$ cat config.mk
export PLATFORM = sky130hd
export DESIGN_NAME = reshape_input_flat
export DESIGN_NICKNAME = d
export VERILOG_FILES = /design/src/rtl/reshape_input_if.sv /design/src/rtl/reshape_input.sv /design/src/flat_wrapper.sv
export SDC_FILE = /design/constraint.sdc
export NUM_CORES = 1
export LEC_CHECK = 0
export ABC_AREA = 1
export CORE_AREA = 5 5 254 256
export CTS_CLUSTER_SIZE = 10
export DETAILED_ROUTE_END_ITERATION = 8
export DIE_AREA = 0 0 259 261
export PLACE_DENSITY = 0.69
export SKIP_CTS_REPAIR_TIMING = 1
export SLEW_MARGIN = 20
export SYNTH_ARGS = -nofsm -noshare
export SYNTH_HDL_FRONTEND = slang
export SYNTH_SLANG_ARGS = --single-unit
$ cat constraint.sdc
create_clock -name clk -period 3 [get_ports clk]
set_input_delay 0.3 -clock clk [delete_from_list [all_inputs] [get_ports clk]]
set_output_delay 0.3 -clock clk [all_outputs]
set_load 0.05 [all_outputs]
$ cat src/rtl/reshape_input_if.sv
// Handshake bundle for the reshape_input deserialiser: serial word stream in, parallel frame out.
// The slave modport is the deserialiser; the master modport is whatever drives and drains it.
interface reshape_input_if #(
    parameter int N_WORDS = 40,
    parameter int W       = 16
);
    logic [W-1:0] in  [1];
    logic         s_valid;
    logic         s_ready;
    logic         s_last;
    logic [W-1:0] out [N_WORDS];
    logic         m_valid;
    logic         m_ready;
    logic         err_short;
    logic         err_long;

    modport slave (
        input  in, s_valid, s_last, m_ready,
        output s_ready, out, m_valid, err_short, err_long
    );

    modport master (
        output in, s_valid, s_last, m_ready,
        input  s_ready, out, m_valid, err_short, err_long
    );
endinterface

$ cat src/rtl/reshape_input.sv
// Serial-to-parallel frame collector: packs s_last-framed W-bit words into an N_WORDS vector,
// zero-padding short frames and dropping the surplus of long ones, with one-cycle error pulses.
module reshape_input #(
    parameter int N_WORDS = 40,
    parameter int W       = 16
) (
    input  logic            clk,
    input  logic            reset,
    reshape_input_if.slave  bus
);
    localparam int                IDX_W    = (N_WORDS > 1) ? $clog2(N_WORDS) : 1;
    localparam logic [IDX_W-1:0]  LAST_IDX = IDX_W'(N_WORDS - 1);

    typedef enum logic [1:0] {FILL, DISCARD, HOLD} state_t;

    state_t           state_q, state_d;
    logic [IDX_W-1:0] idx_q, idx_d;
    logic [W-1:0]     bank_q [N_WORDS];
    logic [W-1:0]     bank_d [N_WORDS];
    logic             err_short_q, err_short_d;
    logic             err_long_q, err_long_d;

    assign bus.s_ready   = (state_q != HOLD);
    assign bus.m_valid   = (state_q == HOLD);
    assign bus.err_short = err_short_q;
    assign bus.err_long  = err_long_q;

    for (genvar g = 0; g < N_WORDS; g++) begin : g_out
        assign bus.out[g] = bank_q[g];
    end

    always_comb begin
        state_d     = state_q;
        idx_d       = idx_q;
        bank_d      = bank_q;
        err_short_d = 1'b0;
        err_long_d  = 1'b0;
        case (state_q)
            FILL: if (bus.s_valid) begin
                // s_last on a word before the final slot clears every later slot on the same edge
                for (int j = 0; j < N_WORDS; j++) begin
                    if (IDX_W'(j) == idx_q)
                        bank_d[j] = bus.in[0];
                    else if (bus.s_last && (IDX_W'(j) > idx_q))
                        bank_d[j] = '0;
                end
                if (bus.s_last) begin
                    state_d     = HOLD;
                    err_short_d = (idx_q != LAST_IDX);
                end else if (idx_q == LAST_IDX) begin
                    state_d    = DISCARD;
                    err_long_d = 1'b1;
                end else begin
                    idx_d = idx_q + 1'b1;
                end
            end
            DISCARD: if (bus.s_valid && bus.s_last) state_d = HOLD;
            HOLD: if (bus.m_ready) begin
                state_d = FILL;
                idx_d   = '0;
            end
            default: state_d = FILL;
        endcase
    end

    always_ff @(posedge clk) begin
        if (reset) begin
            state_q     <= FILL;
            idx_q       <= '0;
            err_short_q <= 1'b0;
            err_long_q  <= 1'b0;
            for (int j = 0; j < N_WORDS; j++) bank_q[j] <= '0;
        end else begin
            state_q     <= state_d;
            idx_q       <= idx_d;
            err_short_q <= err_short_d;
            err_long_q  <= err_long_d;
            bank_q      <= bank_d;
        end
    end
endmodule

$ cat src/flat_wrapper.sv
// flat-port wrapper written by rule: the top's interface ports become plain ports
module reshape_input_flat 
#(
    parameter int N_WORDS = 40,
    parameter int W       = 16
)
  (clk, reset, bus_in, bus_s_valid, bus_s_last, bus_m_ready, bus_s_ready, bus_out, bus_m_valid, bus_err_short, bus_err_long);
  reshape_input_if #(.N_WORDS(N_WORDS), .W(W)) bus_i ();
  input  logic clk;
  input  logic reset;
  input wire logic [$bits(bus_i.in)-1:0] bus_in;
  input wire logic [$bits(bus_i.s_valid)-1:0] bus_s_valid;
  input wire logic [$bits(bus_i.s_last)-1:0] bus_s_last;
  input wire logic [$bits(bus_i.m_ready)-1:0] bus_m_ready;
  output wire logic [$bits(bus_i.s_ready)-1:0] bus_s_ready;
  output wire logic [$bits(bus_i.out)-1:0] bus_out;
  output wire logic [$bits(bus_i.m_valid)-1:0] bus_m_valid;
  output wire logic [$bits(bus_i.err_short)-1:0] bus_err_short;
  output wire logic [$bits(bus_i.err_long)-1:0] bus_err_long;
  assign bus_i.in = {>>{bus_in}};
  assign bus_i.s_valid = bus_s_valid;
  assign bus_i.s_last = bus_s_last;
  assign bus_i.m_ready = bus_m_ready;
  assign bus_s_ready = bus_i.s_ready;
  assign bus_out = {>>{bus_i.out}};
  assign bus_m_valid = bus_i.m_valid;
  assign bus_err_short = bus_i.err_short;
  assign bus_err_long = bus_i.err_long;
  reshape_input #(.N_WORDS(N_WORDS), .W(W)) u_core (.clk(clk), .reset(reset), .bus(bus_i));
endmodule
# Word-level counts from Yosys, hierarchy flattened
# Cells that the tools add are included.
# op_classes
n_addsub,1
mul,0
div_mod_pow,0
n_lt_le_gt_ge,40
eq_ne,50
n_shift,0
n_mux,92
bitwise_logic,3
reduce_logical,128
# op_table
operator,n
$mux 16,80
$reduce_and 3->1,40
$eq 5x6->1 const A,16
$gt 5x6->1 const A,16
$reduce_bool 2->1,41
$eq 4x6->1 const A,8
$eq 6x6->1 const A,8
$gt 4x6->1 const A,8
$gt 6x6->1 const A,8
$logic_and 1x1->1,41
$eq 3x6->1 const A,4
$gt 3x6->1 const A,4
$mux 6,4
$eq 2x6->1 const A,2
$gt 1x6->1 const A,2
$gt 2x6->1 const A,2
$pmux 6 s2,1
$mux 2,5
$ne 2x2->1 const B,5
$reduce_or 4->1,2
$add 6x1->6 const B,1
$eq 1x6->1 const A,1
$eq 6x6->1 const B,1
$logic_not 6->1,1
other kinds (11),13
# totals
ff_bits,650
latchBits,0
ramBits,0
rom_bits,0
inputBits,21
output_inout_bits,644
elab_cells,358
mem_count,0

# Depth between registers and ports, before layout
# logic_depth
depth_word,5
ltp_mapped,11
mapped_depth_nobuf,10

# Worst setup path before layout
# Ideal clock, no wire load.
# synth_path
path_kind,reg-to-reg
startpoint,register u_core.state_q[1]
endpoint,register u_core.idx_q[0]
setup_ns,0.128
arrival_ns,2.105
required_time_ns,2.872
slack_ns,0.767
path_stages_with_launch,8
path_buffers,0
period_less_slack_ns,2.233
path_cell_list,dfxtp_1 inv_2 nor2_1 inv_1 nand2_1 nand3_1 nand2_1 nor2_1
# synth_via
elab_chain_len,3
word_cells_on_any_way,9
classes_between,5 x eq/ne; 1 x mux; 3 x reduce/logical
# synth_rtl
item,line_no,rtl
start: declaration,reshape_input.sv:16,"state_t state_q, state_d;"
start signal: assignment,reshape_input.sv:74,state_q <= state_d;
$eq 2x2->1 (*),-,
net bus_m_valid,flat_wrapper.sv:17,output wire logic [$bits(bus_i.m_valid)-1:0] bus_m_valid;
$ne 2x2->1 (no source line) or $reduce_bool 2->1 (tied branches),-,
$reduce_and 5->1 (no source line),-,
end signal: assignment,reshape_input.sv:75,idx_q <= idx_d;
end: declaration,reshape_input.sv:17,"logic [IDX_W-1:0] idx_q, idx_d;"
# Mark *: on every way through the listed nets, which the timed path passes. The rest lies on a longest branch.
# A chain may end at the register's enable or synchronous reset.

# Worst setup path after layout
# layout_path
startpoint,register u_core.state_q[0]
endpoint,output port bus_s_ready
# layout_via
elab_chain_len,1
# layout_rtl
item,line_no,rtl
$ne 2x2->1,reshape_input.sv:23,assign bus.s_ready = (state_q != HOLD);
end: declaration,flat_wrapper.sv:15,output wire logic [$bits(bus_i.s_ready)-1:0] bus_s_ready;
# Every way passes these cells.

==> results.toml <==
[synth]
async_flop_share = 0
yosys_warnings = 0
yosysSeqAreaShare = 0.518
syn_nets = 3396
synth_cells = 3371
ys_types = 32
synthTopCellsByCount = "nand2_1 (1087), dfxtp_1 (650), a21oi_1 (552), nor2_1 (363), clkbuf_1 (139)"
syn_area_um2 = 25100
synth.area.top_cells = "dfxtp_1 (52%), nand2_1 (16%), a21oi_1 (11%)"
synth_edf_count = 0
synth.avg_cell_area_um2 = 7.45
synth_top_area_share = 0.518
synth_most_common_cell = "nand2_1"
yosys.area.top_type = "dfxtp_1"
synth_seq_cells = 650
synthFlopType = "dfxtp_1"

[grt]
grt_max_degree = 190
grt_pass1_wl_um = 151000
grt_use_total = 0.289
antenna_found_initial = 1
grt_pass1_vias = 23200
grt.overflow.total = 0

[floorplan]
die_w_um = 259
initial_utilization = 0.403
fp-row-count = 92
dieArea_um2 = 67600
die-height_um = 261
core_um2 = 62300
io_pins = 665

[setup_path]
criticalPathCategory = "reg2out"
cpLargestDelayFamily = "buffers and inverters"
max_stage_delay_ns = 0.95
arrival_ns = 2.19
cpMaxStageDelayCell = "clkdlybuf4s50_1"
path_depth = 3
cp_cell_sequence = "nor2_1 -> inv_1 -> clkdlybuf4s50_1"
worst_setup_path_end_kind = "output pin"
rrSetupSlack_ns = 0.57
crit_required_ns = 2.70
rr_worst_depth = 9
cp_num_buf_inv = 2
rr_endpoint = "u_core.bus.out[104]"
r2r-start = "u_core.idx_q[4]"
critPathMaxFanout = 4
crit_path_start_kind = "flip-flop"

[power]
total_power_mw = 22.1
vdd_drop_max_mv = 0.444
p_leak_nw = 12.2
power_density_nw_per_um2 = 649

[place]
place.gp.congestion = 0.928
io_buffers = 664
dp_hpwl_um = 69800

[clocking]
cts_made_buffers = 76
clock-root-buffer = "clkbuf_16"
cts_sinks = 650
path_clk_slew_ns = 0.06
clockBufferDepth = 3
tritoncts = "yes"
htreeDepth = 3
clk_latency_ns = 0.60

[timing]
final-setup-viol-count = 0
fin_tns_setup_ns = 0
slew_headroom = 0.284
post-route-period-util = 0.830
worst_pin_slew_ns = 1.07
drv_slew = 0
min_period_ns = 2.49
skew_ns = 0.0238
hold_viol_final = 0
clock.fmax_mhz = 402
rsz0062_at_grt = "false"

[final_layout]
drive_gt1_frac = 0.0713
synthToLayoutAreaGrowth_pct = 35.5
nets = 3925
antenna_cells = 0

[drt]
drt_iter0_markers = 2416
wirelength_um = 104000
wire_per_inst_um = 21.8
via_per_inst = 5.23
vias = 24900
ant_nets = 0
drc = 0
drtPass1Iterations = 6

[hold_path]
min_path_cells = 2
hp-class = "in2reg"
min_from = "reset"
hold_path_end = "u_core.bus.out[547]"

[job]
max_cap_violations = 0

[outcome]
status = "finished, final reports clean"
[per-layer routing]
| metal | share of wire | track usage |
|---|---|---|
| met5 | 0 | 0 |
| met4 | 0.048 | 0.129 |
| met3 | 0.082 | 0.0693 |
| met2 | 0.47 | 0.469 |
| met1 | 0.40 | 0.367 |
[how the worst max path moves through the flow]
stage,start,end
floorplan,u_core.state_q[1],u_core.idx_q[0]
global placement,bus_s_last,u_core.bus.out[37]
detailed placement,bus_s_valid,u_core.bus.out[528]
CTS,u_core.state_q[0],bus_s_ready
global route,u_core.state_q[0],bus_s_ready
finish,u_core.state_q[0],bus_s_ready
[cell usage in the layout, fill, tap and decap left out, drive strengths merged]
cell / instances
nand3: 140
nor3: 4
dfxtp: 650
nand2: 1127
o21ai: 128
o211ai: 3
clkdlybuf4s50: 646
nor3b: 1
ha: 4
nor2: 414
inv: 64
xnor2: 1
clkbuf: 86
clkinv: 5
nand3b: 17
a21oi: 552
and2: 1
buf: 67
nor4: 2
o22ai: 2
[power by group]
group          total, mW  internal (mW)  switching, mW
combinational       4.53           1.16           3.37
sequential          9.31           9.04          0.268
clock               8.24           4.70           3.54
[per-stage QoR]
stage	utilization	setup WS, ns	hold WS [ns]	instance area (um^2)	instances
floorplan	-	0.767	0.502	25100	3371
global placement	0.513	0.506	0.446	32000	4668
global route	0.547	0.404	0.0487	34000	4760
CTS	0.547	0.441	-0.00272	34000	4760
finish	0.547	0.510	0.0344	34000	4760
detailed placement	0.513	0.430	0.452	32000	4668
[sequential cells by signal (all words and copies together), names as in the netlist]
register	cells
u_core.bus.err_long	1
u_core.bus.err_short	1
u_core.bus.out	640
u_core.idx_q	6
u_core.state_q	2
[area by class of cell]
cell class | instances | area [um^2]
Fill cell | 5746 | 28200
Sequential cell | 650 | 13000
Multi-Input combinational cell | 2396 | 10600
Timing Repair Buffer | 713 | 7000
Clock buffer | 86 | 2010
Tap cell | 846 | 1060
Inverter | 63 | 246
Clock inverter | 6 | 71.3
[worst register-to-register path, cell delays in order (launching register included)]
cell	delay (ns)
dfxtp_1	0.83
inv_4	0.14
nand2_1	0.13
nor2_1	0.06
nand2_1	0.16
nand3_2	0.38
and2_1	0.28
buf_4	0.20
nor2_1	0.12
nor2_1	0.04
[kinds of logic (layout without fill, tap and decap cells)]
logic type / after synthesis / after routing / share of synthesized area
AO/OA/AOI/OAI: 685 / 685 / 0.137
XOR/XNOR: 1 / 1 / 0.000349
adder cells (fa/ha/maj): 4 / 4 / 0.00199
buffers and inverters: 325 / 868 / 0.0582
flip-flops: 650 / 650 / 0.518
AND/OR/NAND/NOR: 1706 / 1706 / 0.284
Power figures use the tool's default switching activity.
